[config.mk]
export PLATFORM = sky130hd
export DESIGN_NAME = joy_db15_responder
export DESIGN_NICKNAME = d
export VERILOG_FILES = /design/src/rtl/joy_db15_responder.sv
export SDC_FILE = /design/constraint.sdc
export NUM_CORES = 1
export LEC_CHECK = 0
export CAP_MARGIN = 20
export CORE_MARGIN = 2
export CORE_UTILIZATION = 45
export CTS_CLUSTER_DIAMETER = 80
export DETAILED_ROUTE_END_ITERATION = 10
export GPL_ROUTABILITY_DRIVEN = 0
export PLACE_DENSITY = 0.72
export RECOVER_POWER = 25
export SETUP_SLACK_MARGIN = 0.2
export SLEW_MARGIN = 25
export SYNTH_ARGS = -nofsm -noshare
export SYNTH_HDL_FRONTEND = slang
export SYNTH_SLANG_ARGS = --single-unit
export TNS_END_PERCENT = 50
[constraint.sdc]
create_clock -name clk -period 2.1 [get_ports clk]
set_input_delay 0.21 -clock clk [delete_from_list [all_inputs] [get_ports clk]]
set_output_delay 0.21 -clock clk [all_outputs]
set_load 0.02 [all_outputs]
[src/rtl/joy_db15_responder.sv]
// Device-side DB15 joystick responder: parallel-in/serial-out emulation of the adapter shift chain.
// Optional glitch filter on the synchronised joy_clk/joy_load enabled by defining JOY_DB15_RESP_FILTER_EN.
module joy_db15_responder #(
  parameter int unsigned BITS_PER_PLAYER = 16,
  parameter int unsigned SYNC_STAGES     = 2,
  parameter int unsigned FILT_CYCLES     = 4
) (
  input  logic                       clk,
  input  logic                       reset_n,
  input  logic                       joy_clk,
  input  logic                       joy_load,
  input  logic [BITS_PER_PLAYER-1:0] joystick1,
  input  logic [BITS_PER_PLAYER-1:0] joystick2,
  output logic                       joy_data,
  output logic                       frame_done,
  output logic                       overrun,
  output logic [5:0]                 bit_cnt
);

  localparam int unsigned FRAME_BITS = 2 * BITS_PER_PLAYER;
  localparam int unsigned CNT_W      = 6;

  generate
    if (SYNC_STAGES < 2 || BITS_PER_PLAYER > 31 || BITS_PER_PLAYER < 1 || FILT_CYCLES < 1) begin : g_bad_cfg
      $error("joy_db15_responder: parameter out of range");
    end
  endgenerate

  typedef enum logic [1:0] {
    S_IDLE  = 2'd0,
    S_LOAD  = 2'd1,
    S_SHIFT = 2'd2,
    S_DONE  = 2'd3
  } state_t;

  logic [SYNC_STAGES-1:0] r_clk_sync;
  logic [SYNC_STAGES-1:0] r_load_sync;
  logic [1:0]             w_sync;
  logic [1:0]             w_lvl;
  logic [1:0]             r_lvl_prev;

  // Synchronisers preset high so reset never looks like a load or clock edge
  always_ff @(posedge clk) begin
    if (!reset_n) begin
      r_clk_sync  <= '1;
      r_load_sync <= '1;
    end else begin
      r_clk_sync  <= {r_clk_sync[SYNC_STAGES-2:0], joy_clk};
      r_load_sync <= {r_load_sync[SYNC_STAGES-2:0], joy_load};
    end
  end

  assign w_sync = {r_load_sync[SYNC_STAGES-1], r_clk_sync[SYNC_STAGES-1]};

`ifdef JOY_DB15_RESP_FILTER_EN
  localparam int unsigned FCNT_W = $clog2(FILT_CYCLES + 1);

  logic [1:0]        r_filt;
  logic [FCNT_W-1:0] r_fcnt [2];

  // Level follows the synced input only after FILT_CYCLES consecutive differing samples
  always_ff @(posedge clk) begin
    if (!reset_n) begin
      r_filt    <= '1;
      r_fcnt[0] <= '0;
      r_fcnt[1] <= '0;
    end else begin
      for (int i = 0; i < 2; i++) begin
        if (w_sync[i] == r_filt[i]) begin
          r_fcnt[i] <= '0;
        end else if (r_fcnt[i] == FCNT_W'(FILT_CYCLES - 1)) begin
          r_filt[i] <= w_sync[i];
          r_fcnt[i] <= '0;
        end else begin
          r_fcnt[i] <= r_fcnt[i] + FCNT_W'(1);
        end
      end
    end
  end

  assign w_lvl = r_filt;
`else
  assign w_lvl = w_sync;
`endif

  logic w_clk_rise;
  logic w_load_fall;
  logic w_load_rise;

  assign w_clk_rise  = w_lvl[0] & ~r_lvl_prev[0];
  assign w_load_fall = ~w_lvl[1] & r_lvl_prev[1];
  assign w_load_rise = w_lvl[1] & ~r_lvl_prev[1];

  state_t                r_state;
  state_t                w_state_nxt;
  logic [FRAME_BITS-1:0] r_shreg;
  logic [FRAME_BITS-1:0] w_shreg_nxt;
  logic                  r_data;
  logic                  w_data_nxt;
  logic                  r_done;
  logic                  w_done_nxt;
  logic                  r_ovr;
  logic                  w_ovr_nxt;
  logic [CNT_W-1:0]      r_cnt;
  logic [CNT_W-1:0]      w_cnt_nxt;

  always_ff @(posedge clk) begin
    if (!reset_n) begin
      r_state    <= S_IDLE;
      r_shreg    <= '1;
      r_data     <= 1'b1;
      r_done     <= 1'b0;
      r_ovr      <= 1'b0;
      r_cnt      <= '0;
      r_lvl_prev <= '1;
    end else begin
      r_state    <= w_state_nxt;
      r_shreg    <= w_shreg_nxt;
      r_data     <= w_data_nxt;
      r_done     <= w_done_nxt;
      r_ovr      <= w_ovr_nxt;
      r_cnt      <= w_cnt_nxt;
      r_lvl_prev <= w_lvl;
    end
  end

  // A load fall from any state restarts the frame; it outranks any coincident clock edge
  always_comb begin
    w_state_nxt = r_state;
    w_shreg_nxt = r_shreg;
    w_data_nxt  = 1'b1;
    w_done_nxt  = 1'b0;
    w_ovr_nxt   = r_ovr;
    w_cnt_nxt   = r_cnt;
    if (w_load_fall) begin
      w_state_nxt = S_LOAD;
      w_shreg_nxt = ~{joystick2, joystick1};
      w_data_nxt  = ~joystick1[0];
      w_cnt_nxt   = '0;
      w_ovr_nxt   = 1'b0;
    end else begin
      case (r_state)
        S_IDLE: begin
          w_data_nxt = 1'b1;
        end
        S_LOAD: begin
          w_shreg_nxt = ~{joystick2, joystick1};
          w_data_nxt  = ~joystick1[0];
          w_cnt_nxt   = '0;
          if (w_load_rise) begin
            w_state_nxt = S_SHIFT;
          end
        end
        S_SHIFT: begin
          if (w_clk_rise) begin
            w_shreg_nxt = {1'b1, r_shreg[FRAME_BITS-1:1]};
            w_cnt_nxt   = r_cnt + CNT_W'(1);
            if (w_cnt_nxt == CNT_W'(FRAME_BITS)) begin
              w_state_nxt = S_DONE;
              w_done_nxt  = 1'b1;
              w_data_nxt  = 1'b1;
            end else begin
              w_data_nxt  = r_shreg[1];
            end
          end else begin
            w_data_nxt = r_shreg[0];
          end
        end
        S_DONE: begin
          if (w_clk_rise) begin
            w_ovr_nxt = 1'b1;
          end
        end
        default: begin
          w_state_nxt = S_IDLE;
        end
      endcase
    end
  end

  assign joy_data   = r_data;
  assign frame_done = r_done;
  assign overrun    = r_ovr;
  assign bit_cnt    = r_cnt;

endmodule

==> metrics.yaml <==
cts:
  cts-root-buf: "clkbuf_8"
  clkSinkCount: 49
  cts_buffers: 5
  hold_buffers: 0
  clockBufferDepth: 2
  clk_latency_ns: 0.30
  cts.clk_slew.worst_paths_ns: 0.09
  cts_tree: "built"
  cts_max_level: 2
grt:
  antenna_found_initial: 0
  grt_start_max_net_pins: 62
  grt_pass1_vias: 1652
  track_usage: 0.169
  overflow: 0
  grt_pass1_wl_mm: 7.30
timing:
  relSlewSlack: 0.445
  tightest_slew_ns: 0.833
  hold-worst-slack_ns: 0.420
  timing.final.crit_share: 0.879
  setup_viol: 0
  fmax_mhz: 542
  final-max-slew-violation-count: 0
  fin_tns_setup_ns: 0
  fin_crit_ns: 1.85
  rsz0062_at_grt: "no"
  finalClockSkew_ns: 0.00869
  final_hold_viol_count: 0
worst_setup_path:
  r2r-end: "r_shreg[31]"
  arrival_ns: 2.07
  cp_max_fo: 9
  r2r_cells: 6
  timing.rr.start: "r_state[0]"
  worstSetupEndpointType: "register"
  worst_ep_required_time_ns: 2.33
  rrSetupSlack_ns: 0.25
  critPathKind: "register to register"
  critPathLaunchType: "register"
detailed_routing:
  wl_per_cell_um: 12.3
  drt_pass1_iterations: 4
  num_vias: 1963
  drt_iter0_markers: 149
  route.detailed.drc: 0
  totalWireLength_mm: 4.49
  final_antenna_net_count: 0
  post_drt_via_cell_ratio: 5.38
hold_path:
  hold_end: "r_clk_sync[1]"
  hold_class: "register to register"
  min_from: "r_clk_sync[0]"
  holdPathStages: 1
synthesis:
  synth_area_leaders: "dfxtp_1, nand2_1, o211ai_1"
  ys_warn_count: 0
  yosysTopAreaCell: "dfxtp_1"
  synth_cells: 274
  synth.top_cell.area_share: 0.449
  synth_cell_types: 30
  synth_area_mm2: 0.00219
  ys_seq_area_frac: 0.449
  avgSynthCellArea_um2: 7.98
  syn_nets: 316
  synth-seq-cells: 49
placement:
  dpl.hpwl_mm: 2.97
  io_buffer_count: 44
  post-place-cells: 357
  post_dp_cell_area_mm2: 0.00266
status:
  status: "complete, no violations"
cells_and_area:
  fin_cells: 365
  finish.utilization: 0.594
  fin_area_mm2: 0.00279
  syn2layout_area_growth_pct: 27.4
  antenna_cells: 0
  nets: 353
  drive_gt1_frac: 0.0450
die:
  fp.dieArea_mm2: 0.00543
  die_w_um: 73.7
  die_h_um: 73.7
  num_rows: 25
  initial_core_util: 0.466
  num_io_pins: 45
  fp.coreArea_mm2: 0.00469
power_and_ir_drop:
  ir_worst_vdd_v: 0.000419
  powerDensity_mw_per_mm2: 697
  p_leak_uw: 0.00122
run:
  maxCapViolations: 0
## synth_stat cells
| cell | count |
|---|---|
| nor3_4 | 1 |
| or3_1 | 2 |
| and3_1 | 3 |
| o221ai_1 | 1 |
| or4_1 | 1 |
| o21ai_0 | 33 |
| o2111a_1 | 1 |
| a21oi_1 | 11 |
| and3b_1 | 1 |
| a211oi_1 | 2 |
| clkbuf_1 | 11 |
| nand3_1 | 6 |
| dfxtp_1 | 49 |
| nand2b_1 | 9 |
| o31ai_1 | 1 |
| o21ai_1 | 1 |
| o2bb2ai_1 | 1 |
| and2_1 | 1 |
| nor3b_1 | 1 |
| nand4_1 | 2 |
| nor2_1 | 9 |
| nand3b_1 | 1 |
| a31oi_1 | 2 |
| buf_2 | 9 |
| nand2_1 | 70 |
| o211ai_1 | 31 |
| ha_1 | 6 |
| mux2_2 | 1 |
| inv_1 | 5 |
| nor2b_1 | 2 |
## worst max-delay path by stage
stage                   to        from  cells past startpoint
2_1_floorplan  r_shreg[31]  r_state[0]                      7
3_3_place_gp   r_shreg[31]  r_state[0]                      6
3_5_place_dp   r_shreg[31]  r_state[0]                      6
4_1_cts        r_shreg[31]  r_state[0]                      6
5_1_grt        r_shreg[30]  r_state[0]                      6
6_report       r_shreg[31]  r_state[0]                      6
## cells in the final DEF, fill, tap and decap left out, types with 2 or more instances in the layout
| master | synthesis | final |
|---|---|---|
| a21oi_1 | 11 | 11 |
| ha_1 | 6 | 6 |
| nand2b_1 | 9 | 8 |
| clkdlybuf4s50_1 | 0 | 39 |
| o21ai_0 | 33 | 33 |
| and3_1 | 3 | 3 |
| a31oi_1 | 2 | 2 |
| dfxtp_1 | 49 | 49 |
| nand3_1 | 6 | 6 |
| nand2_1 | 70 | 70 |
| nor2b_1 | 2 | 2 |
| or3_1 | 2 | 2 |
| a211oi_1 | 2 | 2 |
| clkbuf_1 | 11 | 2 |
| nor2_1 | 9 | 9 |
| dlygate4sd3_1 | 0 | 5 |
| nand4_1 | 2 | 2 |
| o211ai_1 | 31 | 31 |
| inv_1 | 5 | 5 |
| clkbuf_8 | 0 | 5 |
| buf_4 | 0 | 2 |
## what timing repair did
action,CTS,global route
endpoints found under the hold margin,0,0
setup endpoints to repair,0,19
setup buffers,0,0
resized for setup,0,1
## cell families after synthesis
group,count (synthesis),synth area share
AO/OA/AOI/OAI,84,0.239
adder cells (fa/ha/maj),6,0.0343
buffers and inverters,25,0.0481
flip-flops,49,0.449
multiplexers,1,0.00515
AND/OR/NAND/NOR,109,0.225
## sequential cells by signal, summed over array words and instances, names as in the netlist
name         count
r_load_sync      2
r_clk_sync       2
r_shreg         32
r_state          2
bit_cnt          6
r_lvl_prev       2
frame_done       1
overrun          1
joy_data         1
## stage by stage
step	setup slack [ns]	total power [uW]
global placement	0.337	1290
finish	0.254	1940
detailed placement	0.288	1290
global route	0.155	2020
floorplan	0.421	1190
CTS	0.261	1950
## layout make-up
type / instances / area, um2
fill: 440 / 1910
tap: 54 / 67.6
clock inverter: 2 / 38.8
clock buffer: 5 / 68.8
inverter: 5 / 18.8
multi-input combinational: 200 / 1100
timing repair buffer: 50 / 508
sequential: 49 / 981
## critical path, stage by stage (launching register included)
cell	delay [ns]
dfxtp_1	0.39
inv_1	0.06
ha_1	0.27
and3b_1	0.32
or3_1	0.44
and3_1	0.20
o21ai_1	0.11
## power by group
part / internal [uW] / switching [uW] / total (uW) / leakage (uW)
sequential: 992 / 29.8 / 1020 / 0.000403
clock: 353 / 309 / 662 / 0.0000546
combinational: 138 / 120 / 258 / 0.000766
total: 1480 / 459 / 1940 / 0.00122
## per-layer routing
metal  up-vias  track usage  wire (um)
met5         -            0          0
met4         0       0.0566         31
met3         4       0.0370        202
met2        50        0.242       2030
met1       886        0.249       2230
li1       1023            -          -
No activity file was read; power rests on OpenSTA's default activity.
